--- src/rtl/elevator_request_scheduler.sv ---
// Single-car elevator request scheduler: collects floor calls into a pending
// bitmap and sweeps up/down (SCAN), holding the door open for a fixed dwell.
module elevator_request_scheduler #(
    parameter int unsigned NUM_FLOORS   = 10,
    parameter int unsigned DWELL_CYCLES = 8
) (
    input  logic                  clk,
    input  logic                  rst,
    input  logic                  req_valid,
    input  logic [3:0]            req_floor,
    input  logic [3:0]            current_floor,
    input  logic                  car_moving,
    output logic [3:0]            target_floor,
    output logic                  target_valid,
    output logic                  dir_up,
    output logic                  door_open,
    output logic [NUM_FLOORS-1:0] pending,
    output logic                  req_err
);
    localparam int unsigned   CW         = $clog2(DWELL_CYCLES + 1);
    localparam logic [CW-1:0] DWELL_LOAD = CW'(DWELL_CYCLES);

    typedef enum logic [1:0] {IDLE, SWEEP_UP, SWEEP_DOWN, DOOR} state_t;

    state_t          state;
    logic [CW-1:0]   dwell_cnt;

    logic                  req_ok, req_bad, req_here, here_pend, at_stop;
    logic [NUM_FLOORS-1:0] set_mask, clr_mask, pending_nxt;
    logic                  up_hit, dn_hit, pick_up, pref_up, go_up, go_dn;
    logic [3:0]            up_floor, dn_floor;
    state_t                disp_state;
    logic                  disp_dir, disp_tv;
    logic [3:0]            disp_tf;

    always_comb begin
        req_ok    = req_valid && (32'(req_floor) < NUM_FLOORS);
        req_bad   = req_valid && !(32'(req_floor) < NUM_FLOORS);
        req_here  = req_ok && (req_floor == current_floor);
        set_mask  = '0;
        clr_mask  = '0;
        here_pend = 1'b0;
        up_hit    = 1'b0;
        up_floor  = '0;
        dn_hit    = 1'b0;
        dn_floor  = '0;
        // Ascending scan: first hit above is the lowest, last hit below is the highest.
        for (int unsigned i = 0; i < NUM_FLOORS; i++) begin
            if (req_ok && req_floor == 4'(i) && !(state == DOOR && req_here))
                set_mask[i] = 1'b1;
            if (current_floor == 4'(i))
                here_pend = pending[i];
            if (pending[i] && 4'(i) > current_floor && !up_hit) begin
                up_hit   = 1'b1;
                up_floor = 4'(i);
            end
            if (pending[i] && 4'(i) < current_floor) begin
                dn_hit   = 1'b1;
                dn_floor = 4'(i);
            end
        end
        at_stop = !car_moving && here_pend && (state != DOOR);
        for (int unsigned i = 0; i < NUM_FLOORS; i++)
            if (at_stop && current_floor == 4'(i))
                clr_mask[i] = 1'b1;
        // Clear after set so an arrival drops a same-cycle request for that floor.
        pending_nxt = (pending | set_mask) & ~clr_mask;

        pick_up = up_hit && (!dn_hit || (up_floor - current_floor) <= (current_floor - dn_floor));
        case (state)
            SWEEP_UP:   pref_up = 1'b1;
            SWEEP_DOWN: pref_up = 1'b0;
            DOOR:       pref_up = dir_up;
            default:    pref_up = pick_up;
        endcase
        if (state == IDLE) begin
            go_up = pick_up;
            go_dn = dn_hit && !pick_up;
        end else begin
            go_up = pref_up ? up_hit : (up_hit && !dn_hit);
            go_dn = pref_up ? (dn_hit && !up_hit) : dn_hit;
        end

        disp_state = IDLE;
        disp_dir   = dir_up;
        disp_tf    = target_floor;
        disp_tv    = 1'b0;
        if (go_up) begin
            disp_state = SWEEP_UP;
            disp_dir   = 1'b1;
            disp_tf    = up_floor;
            disp_tv    = 1'b1;
        end else if (go_dn) begin
            disp_state = SWEEP_DOWN;
            disp_dir   = 1'b0;
            disp_tf    = dn_floor;
            disp_tv    = 1'b1;
        end
    end

    always_ff @(posedge clk) begin
        if (rst) begin
            state        <= IDLE;
            pending      <= '0;
            target_floor <= '0;
            target_valid <= 1'b0;
            dir_up       <= 1'b1;
            door_open    <= 1'b0;
            req_err      <= 1'b0;
            dwell_cnt    <= '0;
        end else begin
            pending <= pending_nxt;
            req_err <= req_bad;
            if (state == DOOR) begin
                if (req_here) begin
                    dwell_cnt <= DWELL_LOAD;
                end else if (dwell_cnt <= CW'(1)) begin
                    dwell_cnt    <= '0;
                    door_open    <= 1'b0;
                    state        <= disp_state;
                    dir_up       <= disp_dir;
                    target_floor <= disp_tf;
                    target_valid <= disp_tv;
                end else begin
                    dwell_cnt <= dwell_cnt - CW'(1);
                end
            end else if (at_stop) begin
                state        <= DOOR;
                door_open    <= 1'b1;
                dwell_cnt    <= DWELL_LOAD;
                target_valid <= 1'b0;
            end else if ((state == IDLE && !car_moving) ||
                         (state != IDLE && (go_up || go_dn || pending == '0))) begin
                // IDLE picks a direction only once the car is settled at a floor.
                state        <= disp_state;
                dir_up       <= disp_dir;
                target_floor <= disp_tf;
                target_valid <= disp_tv;
            end
        end
    end
endmodule

--- config.mk ---
export PLATFORM = sky130hd
export DESIGN_NAME = elevator_request_scheduler
export DESIGN_NICKNAME = d
export VERILOG_FILES = /design/src/rtl/elevator_request_scheduler.sv
export SDC_FILE = /design/constraint.sdc
export NUM_CORES = 1
export LEC_CHECK = 0
export ABC_CLOCK_PERIOD_IN_PS = 12900
export CAP_MARGIN = 30
export CORE_MARGIN = 3
export CORE_UTILIZATION = 60
export CTS_BUF_LIST = sky130_fd_sc_hd__clkbuf_16
export DETAILED_ROUTE_END_ITERATION = 7
export GPL_ROUTABILITY_DRIVEN = 0
export PLACE_DENSITY = 0.87
export SLEW_MARGIN = 30
export SYNTH_ARGS = -nofsm -noshare
export SYNTH_HDL_FRONTEND = slang
export SYNTH_SLANG_ARGS = --single-unit
--- constraint.sdc ---
create_clock -name clk -period 12.9 [get_ports clk]
set_input_delay 2.58 -clock clk [delete_from_list [all_inputs] [get_ports clk]]
set_output_delay 2.58 -clock clk [all_outputs]
set_load 0.01 [all_outputs]
Word-level counts from Yosys, hierarchy flattened
Cells that the tools add are included.
- register bits after elaboration: 24
- bits of input ports: 12
- output and inout bits: 18
- logic and storage cells: 273
- $add $sub $neg: 3
- order comparisons: 23
- eq/ne operators: 26
- muxes and demuxes: 109
- bitwise logic cells: 3
- reduce and logical (&&, ||, !) cells: 101
- operators with widths (cell ; number):
    4-bit two-way mux ; 27
    1-bit two-way mux ; 74
    1-bit logical AND ; 71
    4-bit by 3-bit equality test with 1-bit output (second input constant) ; 8
    4-bit by 2-bit equality test with 1-bit output (second input constant) ; 4
    4-bit equality test (second input constant) ; 4
    3-bit by 4-bit greater-than comparator with 1-bit output (first input constant) ; 4
    3-bit by 4-bit less-than comparator with 1-bit output (first input constant) ; 4
    1-bit logical NOT ; 15
    2-bit two-way mux ; 7
    10-bit AND ; 1
    10-bit logical NOT ; 1
    10-bit inverter ; 1
    10-bit bitwise OR ; 1
    4-bit by 1-bit equality test with 1-bit output (second input constant) ; 2
    1-bit by 4-bit greater-than comparator with 1-bit output (first input constant) ; 2
    2-bit by 4-bit greater-than comparator with 1-bit output (first input constant) ; 2
    4-bit greater-than comparator (first input constant) ; 2
    4-bit logical NOT ; 2
    1-bit by 4-bit less-than comparator with 1-bit output (first input constant) ; 2
    2-bit by 4-bit less-than comparator with 1-bit output (first input constant) ; 2
    4-bit less-than comparator (first input constant) ; 2
    4-bit subtractor ; 2
    3-bit AND reduction ; 2
    15 further kinds ; 23

Longest topological paths before layout
Gate-level depths: netlist (run 1).
- depth after elaboration: 44
- depth in mapped cells: 20
- depth with buffers taken out: 18

Worst setup path after synthesis (run 1)
OpenSTA, ideal clock, no wires.
- path kind: input -> register
- from: in current_floor[3]
- to: reg target_floor[1]
- setup time: 91 ps
- arrival: 5898 ps
- required time: 12809 ps
- slack: 6911 ps
- stages: 17
- path buffers: 2
- cells stage by stage: buf_4 -> or2_0 -> clkbuf_1 -> o32ai_1 -> and2b_1 -> a31oi_1 -> ha_1 -> inv_1 -> fa_1 -> xor2_1 -> ha_1 -> a41o_1 -> a21oi_1 -> o2bb2ai_1 -> a21boi_4 -> or2_2 -> a311oi_1
- cells in the longest elaborated chain, start to end: 43
- elaborated cells between the ends (all ways): 151
- those cells by class: 2 x add/sub; 21 x order compare; 12 x eq/ne; 60 x mux; 56 x reduce/logical
- RTL lines (item ; line ; RTL):
    start, declared ; 11 ; input logic [3:0] current_floor,
    1-bit by 4-bit greater-than comparator with 1-bit output ; 53 ; if (pending[i] && 4'(i) > current_floor && !up_hit) begin
    1-bit logical AND ; 53 ;
    1-bit two-way mux ; 53 ;
    1-bit logical NOT ; 53 ;
    1-bit logical AND ; 53 ;
    1-bit two-way mux ; 53 ;
    1-bit logical NOT ; 53 ;
    1-bit logical AND ; 53 ;
    [26 not listed] ; -- ;
    1-bit case mux with 3 select lines / 1-bit logical NOT (equally long branches) ; 70, 78 ;
    1-bit two-way mux (tied with other cells) ; 80 ; go_up = pref_up ? up_hit : (up_hit && !dn_hit);
    1-bit two-way mux ; 76 ; if (state == IDLE) begin
    1-bit logical OR (2 in a row) ; 133 ; (state != IDLE && (go_up || go_dn || pending == '0))) begin
    1-bit logical AND ; 133 ;
    1-bit logical OR ; 132 ; end else if ((state == IDLE && !car_moving) ||
    2-bit nonzero test (no line) ; -- ;
    4-bit AND reduction (no line) ; -- ;
    end signal, assigned ; 122 ; target_floor <= disp_tf;
    end signal, assigned ; 137 ; target_floor <= disp_tf;
    end, declared ; 13 ; output logic [3:0] target_floor,
Parallel ways exist; a longest one is shown, timed or not. The select of a mux whose other input is x is not followed.
A chain may end at the register's enable or synchronous reset.

Worst setup path in the final report (run 1)
- from: in current_floor[1]
- to: reg target_floor[1]
Same word-level chain as after synthesis.

==> results of run 1 <==
[critical path: cells and delay by family]
kind | cells | cell delay (ns)
XOR/XNOR | 1 | 0.17
AND/OR/NAND/NOR | 2 | 0.57
AO/OA/AOI/OAI | 10 | 1.97
buffers and inverters | 3 | 1.45
adder cells (fa/ha/maj) | 2 | 0.44
[flip-flops by register name (all words and copies together), names as in the netlist]
name          cells
state             2
pending          10
target_floor      4
target_valid      1
req_err           1
dwell_cnt         4
door_open         1
dir_up            1
[logic make-up after synthesis]
group / after synthesis / share of synthesized area [%]
multiplexers: 1 / 0.512
AND/OR/NAND/NOR: 108 / 24.7
XOR/XNOR: 8 / 3.19
adder cells (fa/ha/maj): 14 / 8.65
flip-flops: 24 / 21.8
AO/OA/AOI/OAI: 106 / 33.4
buffers and inverters: 35 / 7.68
[metrics by stage]
step	total power [uW]	cell area [sq um]	std cells	util (%)	worst slack, ns
6_report	239	2540	356	73.9	5.85
5_1_grt	250	2540	356	73.9	5.57
4_1_cts	239	2540	356	73.9	5.91
3_5_place_dp	150	2440	352	70.8	5.67
3_3_place_gp	148	2440	352	70.8	5.92
2_1_floorplan	131	2200	296	-	6.91
[layer usage]
metal / wire, um / up-vias / global-route usage (%)
li1: - / 1121 / -
met1: 2550 / 1089 / 38.4
met2: 2830 / 167 / 46.5
met3: 632 / 27 / 5.40
met4: 172 / 0 / 8.38
met5: 0 / - / 0
[Yosys cell counts (2+ instances only)]
cell type	n
sky130_fd_sc_hd__a311oi_1	3
sky130_fd_sc_hd__clkbuf_1	7
sky130_fd_sc_hd__buf_2	6
sky130_fd_sc_hd__a21oi_1	25
sky130_fd_sc_hd__xor2_1	2
sky130_fd_sc_hd__a211oi_1	8
sky130_fd_sc_hd__inv_1	16
sky130_fd_sc_hd__xnor2_1	6
sky130_fd_sc_hd__fa_1	2
sky130_fd_sc_hd__a31oi_1	6
sky130_fd_sc_hd__nand2_1	21
sky130_fd_sc_hd__o211ai_1	2
sky130_fd_sc_hd__dfxtp_1	24
sky130_fd_sc_hd__nor2b_1	6
sky130_fd_sc_hd__nor3_1	8
sky130_fd_sc_hd__a22oi_1	3
sky130_fd_sc_hd__nor4_1	3
sky130_fd_sc_hd__buf_6	2
sky130_fd_sc_hd__nand4_1	2
sky130_fd_sc_hd__o32ai_1	3
sky130_fd_sc_hd__nor3b_1	4
sky130_fd_sc_hd__o22ai_1	5
sky130_fd_sc_hd__nor2_1	35
sky130_fd_sc_hd__ha_1	12
sky130_fd_sc_hd__a21o_1	4
sky130_fd_sc_hd__buf_4	4
sky130_fd_sc_hd__or2_2	2
sky130_fd_sc_hd__nand3_1	9
sky130_fd_sc_hd__nand2b_1	6
sky130_fd_sc_hd__a211o_1	2
sky130_fd_sc_hd__o21ai_0	22
sky130_fd_sc_hd__o2bb2ai_1	3
[layout make-up]
| cell class | instances | area [sq um] |
|---|---|---|
| clock buffer | 3 | 75.1 |
| clock inverter | 1 | 30.0 |
| fill | 275 | 898 |
| inverter | 16 | 60.1 |
| multi-input combinational | 237 | 1550 |
| sequential | 24 | 480 |
| tap | 46 | 57.6 |
| timing repair buffer | 29 | 290 |
[power by group through the flow]
stage	clock [uW]	sequential [uW]	combinational [uW]
final	88.0	82.3	68.4
after global routing	92.3	82.5	75.1
after CTS	89.6	82.1	67.0
after detailed placement	0	83.6	66.0
after global placement	0	83.5	64.6
after floorplan	0	83.4	47.4
[cell usage in the layout, fill, tap and decap left out, drive strengths merged, types with 7 or more instances in the layout]
cell / netlist / routed
dfxtp: 24 / 24
nand2: 23 / 23
nor2: 36 / 36
nand3: 9 / 9
a21oi: 25 / 25
o21ai: 24 / 24
nor3: 8 / 8
ha: 12 / 12
clkdlybuf4s50: 0 / 29
a211oi: 8 / 8
inv: 16 / 16
nand2b: 7 / 7
[worst max-delay path by stage]
| stage | start | slack [ns] | end |
|---|---|---|---|
| 6_report | current_floor[1] | 5.85 | target_floor[1] |
| 5_1_grt | current_floor[1] | 5.57 | target_floor[1] |
| 4_1_cts | current_floor[1] | 5.91 | target_floor[1] |
| 3_5_place_dp | current_floor[1] | 5.67 | target_floor[1] |
| 3_3_place_gp | current_floor[1] | 5.92 | target_floor[1] |
| 2_1_floorplan | current_floor[3] | 6.91 | target_floor[1] |
==> impl_metrics.prom, run 1 <==
# TYPE chip_impl_metric gauge
chip_impl_metric{name="cp_slowest_stage_delay",unit="ns"} 0.89
chip_impl_metric{name="antennaDiodeCount",unit=""} 0
chip_impl_metric{name="final_hold_viol_count",unit=""} 0
chip_impl_metric{name="yosysWarnings",unit=""} 0
chip_impl_metric{name="clkTransAtPathRegs",unit="ns"} 0.06
chip_impl_info{name="worst_setup_path_start_kind",value="input pin"} 1
chip_impl_metric{name="max-vdd-ir-drop",unit="V"} 0.0000864
chip_impl_metric{name="hold_depth",unit=""} 2
chip_impl_metric{name="postCtsSetupBuffers",unit=""} 0
chip_impl_metric{name="synthDistinctLibCells",unit=""} 65
chip_impl_metric{name="drc",unit=""} 0
chip_impl_metric{name="power.static_leakage",unit="uW"} 0.000910
chip_impl_metric{name="finalWirelength",unit="um"} 6190
chip_impl_metric{name="layout-drive-gt1-share",unit="%"} 5.81
chip_impl_metric{name="grt_usage",unit="%"} 28.7
chip_impl_info{name="crit_path_cell_trace",value="clkdlybuf4s50_1, inv_1, a21oi_1, o32ai_1, and2b_1, a31oi_1, ha_1, inv_1, a21o_1, a21oi_1, xnor2_1, ha_1, a41o_1, a21oi_1, o2bb2ai_1, a21boi_4, or2_2, a311oi_1"} 1
chip_impl_metric{name="htree_num_levels",unit=""} 1
chip_impl_metric{name="fin_crit_sh",unit="%"} 54.7
chip_impl_metric{name="global_route_wire_length_before_repair",unit="um"} 10000
chip_impl_metric{name="cts-buffers-inserted",unit=""} 3
chip_impl_metric{name="data_required_time_of_the_critical_path",unit="ns"} 13.04
chip_impl_metric{name="synth_async_reset_ratio",unit="%"} 0
chip_impl_metric{name="relSlewSlack",unit="%"} 36.4
chip_impl_metric{name="final-setup-viol-count",unit=""} 0
chip_impl_metric{name="postSynthRegisterBits",unit=""} 24
chip_impl_metric{name="port_buffers",unit=""} 29
chip_impl_metric{name="first_global_vias",unit=""} 2119
chip_impl_metric{name="post_synthesis_average_cell_area",unit="sq um"} 7.43
chip_impl_metric{name="finish.net_count",unit=""} 337
chip_impl_info{name="hp-class",value="reg -> reg"} 1
chip_impl_metric{name="fmax",unit="MHz"} 142
chip_impl_metric{name="critPathMaxFanout",unit=""} 24
chip_impl_info{name="critical_r2r_capture",value="target_floor[1]"} 1
chip_impl_info{name="min_delay_src",value="door_open"} 1
chip_impl_metric{name="area_growth",unit="%"} 15.6
chip_impl_metric{name="final_max_slew_viol_count",unit=""} 0
chip_impl_metric{name="grt_antenna_before_repair",unit=""} 0
chip_impl_info{name="synth_top_area_cell",value="sky130_fd_sc_hd__dfxtp_1"} 1
chip_impl_metric{name="post-synth-top-area-fraction",unit="%"} 21.8
chip_impl_metric{name="worst-slew-pin-transition",unit="ns"} 0.950
chip_impl_metric{name="r2r_setup_slack",unit="ns"} 8.87
chip_impl_metric{name="fp.dieW",unit="um"} 66.5
chip_impl_metric{name="netlist_instances",unit=""} 296
chip_impl_metric{name="pwr-share-seq",unit="%"} 34.5
chip_impl_metric{name="power.density",unit="nW/um^2"} 93.8
chip_impl_metric{name="clock_path_buffers",unit=""} 2
chip_impl_info{name="synthFlopType",value="sky130_fd_sc_hd__dfxtp_1"} 1
chip_impl_metric{name="timing.max_cap.violations",unit=""} 0
chip_impl_metric{name="synthesis.area",unit="sq um"} 2200
chip_impl_metric{name="drt_pre_antenna_iters",unit=""} 7
chip_impl_metric{name="pwr-share-comb",unit="%"} 28.7
chip_impl_metric{name="p_switching",unit="uW"} 69.6
chip_impl_info{name="setup_repair_after_global_routing_missed_its_margin",value="no"} 1
chip_impl_info{name="yosys-top-cells-area",value="sky130_fd_sc_hd__dfxtp_1, sky130_fd_sc_hd__ha_1, sky130_fd_sc_hd__nor2_1"} 1
chip_impl_metric{name="postRouteAntennaNets",unit=""} 0
chip_impl_info{name="whs_endpoint",value="door_open"} 1
chip_impl_info{name="timing.critical_path.to_type",value="flip-flop"} 1
chip_impl_metric{name="clk_latency",unit="ns"} 0.26
chip_impl_metric{name="first_iter_violations",unit=""} 538
chip_impl_metric{name="syn-num-nets",unit=""} 322
chip_impl_metric{name="clkPwrFrac",unit="%"} 36.9
chip_impl_metric{name="critical_path_arrival",unit="ns"} 7.20
chip_impl_metric{name="cellInternalPower",unit="uW"} 169
chip_impl_info{name="cts_tree",value="built"} 1
chip_impl_metric{name="fin_hold_ws",unit="ns"} 0.479
chip_impl_metric{name="post_cts.resized_instances",unit=""} 0
chip_impl_info{name="rr_startpoint",value="pending[5]"} 1
chip_impl_metric{name="post_cts_hold_buffer_count",unit=""} 0
chip_impl_metric{name="initial_core_util",unit="%"} 63.9
chip_impl_info{name="run_status",value="finished, final reports clean"} 1
chip_impl_metric{name="timing.setup.tns",unit="ns"} 0
chip_impl_metric{name="die_y",unit="um"} 66.5
chip_impl_metric{name="timing.clock.skew",unit="ns"} 0.00207
chip_impl_metric{name="wire_per_inst",unit="um"} 17.4
chip_impl_metric{name="switching_share",unit="%"} 29.1
chip_impl_metric{name="synth_edf_count",unit=""} 0
chip_impl_metric{name="rows",unit=""} 21
chip_impl_metric{name="dp_hpwl",unit="um"} 4280
chip_impl_metric{name="period_minus_slack",unit="ns"} 7.05
chip_impl_metric{name="cts_sinks",unit=""} 24
chip_impl_metric{name="maximum_number_of_pins_on_one_net_before_global_route_repair",unit=""} 28
chip_impl_metric{name="io_pins",unit=""} 30
chip_impl_metric{name="reg2reg_depth",unit=""} 15
chip_impl_metric{name="grt.overflow.total",unit=""} 0
chip_impl_metric{name="die-area",unit="sq um"} 4430
chip_impl_info{name="cell_with_the_largest_stage_delay_on_the_worst_path",value="sky130_fd_sc_hd__clkdlybuf4s50_1"} 1
chip_impl_metric{name="routed_via_density",unit=""} 6.75
chip_impl_metric{name="core_area",unit="sq um"} 3440
chip_impl_metric{name="route.vias.total",unit=""} 2404
chip_impl_metric{name="seq_area_frac_synth",unit="%"} 21.8
chip_impl_info{name="clock_root_buffer",value="sky130_fd_sc_hd__clkbuf_16"} 1
chip_impl_info{name="cp_common_cell",value="sky130_fd_sc_hd__a21oi_1"} 1
chip_impl_info{name="crit_type",value="in -> reg"} 1
No activity file was read; power rests on OpenSTA's default activity.
==> inputs of run 2 (changes only) <==
Settings changed: ABC_CLOCK_PERIOD_IN_PS 12900 to 6500, CORE_UTILIZATION 60 to 56, PLACE_DENSITY 0.87 to 0.82.
Clock period 12.9 ns to 6.5 ns, I/O delays scaled along.
==> run 2 against run 1 <==
Sequential cell count is the same. First-iteration DRC count shrank 19%. Final cell count grew 1.7%. Cell area grew 1.3%. Via count shrank 2.2%. Sequential power grew 98%. Critical path depth shrank 2. Non-clock buffer count grew 4. Count of clock-buffer cells in the layout is the same.
==> impl_metrics.prom, run 2 (synthesized netlist as in run 1, its figures left out) <==
# TYPE chip_impl_metric gauge
chip_impl_metric{name="power.density",unit="nW/um^2"} 186
chip_impl_metric{name="core_area",unit="sq um"} 3720
chip_impl_metric{name="postRouteAntennaNets",unit=""} 0
chip_impl_metric{name="finalWirelength",unit="um"} 5940
chip_impl_metric{name="layout.cells.non_filler",unit=""} 362
chip_impl_info{name="layout_common_cells",value="sky130_fd_sc_hd__nor2_1, sky130_fd_sc_hd__clkdlybuf4s50_1, sky130_fd_sc_hd__a21oi_1"} 1
chip_impl_metric{name="fin_hold_ws",unit="ns"} 0.461
chip_impl_info{name="cp_common_cell",value="sky130_fd_sc_hd__ha_1"} 1
chip_impl_metric{name="fp.dieW",unit="um"} 68.7
chip_impl_metric{name="final_max_slew_viol_count",unit=""} 0
chip_impl_metric{name="timing.clock.skew",unit="ns"} 0.00243
chip_impl_metric{name="die_y",unit="um"} 68.7
chip_impl_metric{name="route.vias.total",unit=""} 2352
chip_impl_metric{name="final_hold_viol_count",unit=""} 0
chip_impl_metric{name="antennaDiodeCount",unit=""} 0
chip_impl_metric{name="clk_latency",unit="ns"} 0.26
chip_impl_metric{name="global_route.usage.met2",unit="%"} 42.1
chip_impl_metric{name="critPathMaxFanout",unit=""} 10
chip_impl_metric{name="data_required_time_of_the_critical_path",unit="ns"} 6.66
chip_impl_metric{name="n_fill_cell",unit=""} 329
chip_impl_metric{name="timing.setup.tns",unit="ns"} 0
chip_impl_metric{name="finish.net_count",unit=""} 341
chip_impl_metric{name="port_buffers",unit=""} 29
chip_impl_metric{name="grt.overflow.total",unit=""} 0
chip_impl_metric{name="initial_core_util",unit="%"} 59.2
chip_impl_info{name="hp-class",value="reg -> reg"} 1
chip_impl_metric{name="maximum_number_of_pins_on_one_net_before_global_route_repair",unit=""} 26
chip_impl_metric{name="worstSetupPathDepth",unit=""} 16
chip_impl_metric{name="grt_antenna_before_repair",unit=""} 0
chip_impl_metric{name="routed_via_density",unit=""} 6.50
chip_impl_metric{name="clock_path_buffers",unit=""} 2
chip_impl_metric{name="timing.max_cap.violations",unit=""} 0
chip_impl_metric{name="dp_worst_setup_slack",unit="ns"} 0.933
chip_impl_metric{name="relSlewSlack",unit="%"} 43.7
chip_impl_metric{name="htree_num_levels",unit=""} 1
chip_impl_metric{name="reg2reg_depth",unit=""} 15
chip_impl_metric{name="cts-buffers-inserted",unit=""} 3
chip_impl_metric{name="hold_depth",unit=""} 2
chip_impl_info{name="crit_path_cell_trace",value="clkdlybuf4s50_1, or2_0, o32ai_1, and2b_1, a31oi_1, ha_1, inv_1, fa_1, xor2_1, ha_1, a41o_1, a21oi_1, o2bb2ai_1, a21boi_4, or2_2, a311oi_1"} 1
chip_impl_metric{name="postCtsSetupBuffers",unit=""} 0
chip_impl_info{name="run_status",value="finished, final reports clean"} 1
chip_impl_info{name="top_usage_layer",value="met2"} 1
chip_impl_metric{name="cellInternalPower",unit="uW"} 337
chip_impl_info{name="crit_type",value="in -> reg"} 1
chip_impl_metric{name="wire_per_inst",unit="um"} 16.4
chip_impl_metric{name="global_route_wire_length_before_repair",unit="um"} 9720
chip_impl_metric{name="final-setup-viol-count",unit=""} 0
chip_impl_metric{name="critical_path_arrival",unit="ns"} 5.51
chip_impl_metric{name="power.static_leakage",unit="uW"} 0.000929
chip_impl_metric{name="drc",unit=""} 0
chip_impl_info{name="timing.critical_path.to_type",value="flip-flop"} 1
chip_impl_metric{name="pwr-share-seq",unit="%"} 34.1
chip_impl_metric{name="drt_pre_antenna_iters",unit=""} 5
chip_impl_metric{name="post_cts_hold_buffer_count",unit=""} 0
chip_impl_metric{name="cts_sinks",unit=""} 24
chip_impl_metric{name="area_growth",unit="%"} 17.1
chip_impl_metric{name="placed_cells",unit=""} 358
chip_impl_metric{name="worst-slew-pin-transition",unit="ns"} 0.842
chip_impl_metric{name="io_pins",unit=""} 30
chip_impl_metric{name="clkTransAtPathRegs",unit="ns"} 0.07
chip_impl_info{name="top_register",value="pending"} 1
chip_impl_info{name="cell_with_the_largest_stage_delay_on_the_worst_path",value="sky130_fd_sc_hd__clkdlybuf4s50_1"} 1
chip_impl_info{name="layout_commonest_cell",value="sky130_fd_sc_hd__nor2_1"} 1
chip_impl_metric{name="max-vdd-ir-drop",unit="V"} 0.000160
chip_impl_metric{name="post_cts.resized_instances",unit=""} 0
chip_impl_metric{name="first_iter_violations",unit=""} 437
chip_impl_metric{name="layout-drive-gt1-share",unit="%"} 7.01
chip_impl_metric{name="fin_crit_sh",unit="%"} 82.4
chip_impl_metric{name="cp_slowest_stage_delay",unit="ns"} 0.58
chip_impl_metric{name="globalRouteMet1Util",unit="%"} 36.2
chip_impl_metric{name="dp_hpwl",unit="um"} 4170
chip_impl_info{name="largestRegisters",value="pending x10, dwell_cnt x4, target_floor x4"} 1
chip_impl_metric{name="clkPwrFrac",unit="%"} 37.7
chip_impl_metric{name="switching_share",unit="%"} 29.5
chip_impl_metric{name="pwr-share-comb",unit="%"} 28.2
chip_impl_metric{name="p_switching",unit="uW"} 141
chip_impl_info{name="clock_root_buffer",value="sky130_fd_sc_hd__clkbuf_16"} 1
chip_impl_metric{name="postLayoutSetupSlackWorst",unit="ns"} 1.15
chip_impl_info{name="cpLargestDelayFamily",value="compound AO/OA/AOI/OAI gates"} 1
chip_impl_info{name="setup_repair_after_global_routing_missed_its_margin",value="no"} 1
chip_impl_metric{name="first_global_vias",unit=""} 2170
chip_impl_metric{name="gr-usage-met3",unit="%"} 4.21
chip_impl_metric{name="rows",unit=""} 22
chip_impl_info{name="worst_setup_path_start_kind",value="input pin"} 1
chip_impl_metric{name="grt_usage",unit="%"} 26.7
chip_impl_metric{name="period_minus_slack",unit="ns"} 5.35
chip_impl_metric{name="critical_path_buf_inv_count",unit=""} 2
chip_impl_metric{name="die-area",unit="sq um"} 4720
chip_impl_metric{name="fmax",unit="MHz"} 187
chip_impl_info{name="cts_tree",value="built"} 1
chip_impl_metric{name="largest_register_ffs",unit=""} 10
-- run 2: cell types whose count changed in the layout (fill, tap and decap cells not counted) --
| cell | before | now |
|---|---|---|
| sky130_fd_sc_hd__buf_4 | 0 | 4 |
-- run 2: metrics by stage --
stage | utilization (%) | instance area (sq um) | total power (uW)
5_1_grt | 69.3 | 2580 | 501
4_1_cts | 69.3 | 2580 | 477
3_3_place_gp | 66.5 | 2470 | 296
6_report | 69.3 | 2580 | 478
3_5_place_dp | 66.5 | 2470 | 298
2_1_floorplan | - | 2200 | 260
-- run 2: power by group through the flow --
stage / combinational, uW / clock [uW] / sequential (uW)
2_1_floorplan: 94.0 / 0 / 166
3_3_place_gp: 131 / 0 / 166
3_5_place_dp: 132 / 0 / 166
4_1_cts: 133 / 181 / 163
5_1_grt: 149 / 188 / 164
6_report: 135 / 180 / 163
-- run 2: metal layers --
| metal | share of wire (%) | vias to the layer above |
|---|---|---|
| met2 | 45 | 145 |
| met5 | 0 | - |
| li1 | - | 1123 |
| met3 | 8.3 | 26 |
| met1 | 44 | 1058 |
| met4 | 2.6 | 0 |
-- run 2: worst paths after layout --
check,startpoint,end,slack (ns)
setup reg to reg,pending[5],target_floor[1],2.51
hold / removal,door_open,door_open,0.46
hold reg to reg,door_open,door_open,0.46
setup / recovery,current_floor[2],target_floor[1],1.15
-- run 2: worst register-to-register path: cells and delay by family, from the launching register on --
kind | cells | cell delay [ns]
adder cells (fa/ha/maj) | 2 | 0.59
flip-flops | 1 | 0.58
AND/OR/NAND/NOR | 3 | 0.47
AO/OA/AOI/OAI | 9 | 2.09
XOR/XNOR | 1 | 0.16
-- run 2: final cells by class --
cell class	instances	area, sq um	area share (%)
multi-input combinational	237	1550	60.2
sequential	24	480	18.6
timing repair buffer	33	320	12.4
clock buffer	3	75.1	2.91
inverter	16	60.1	2.33
tap	48	60.1	2.33
clock inverter	1	30.0	1.17
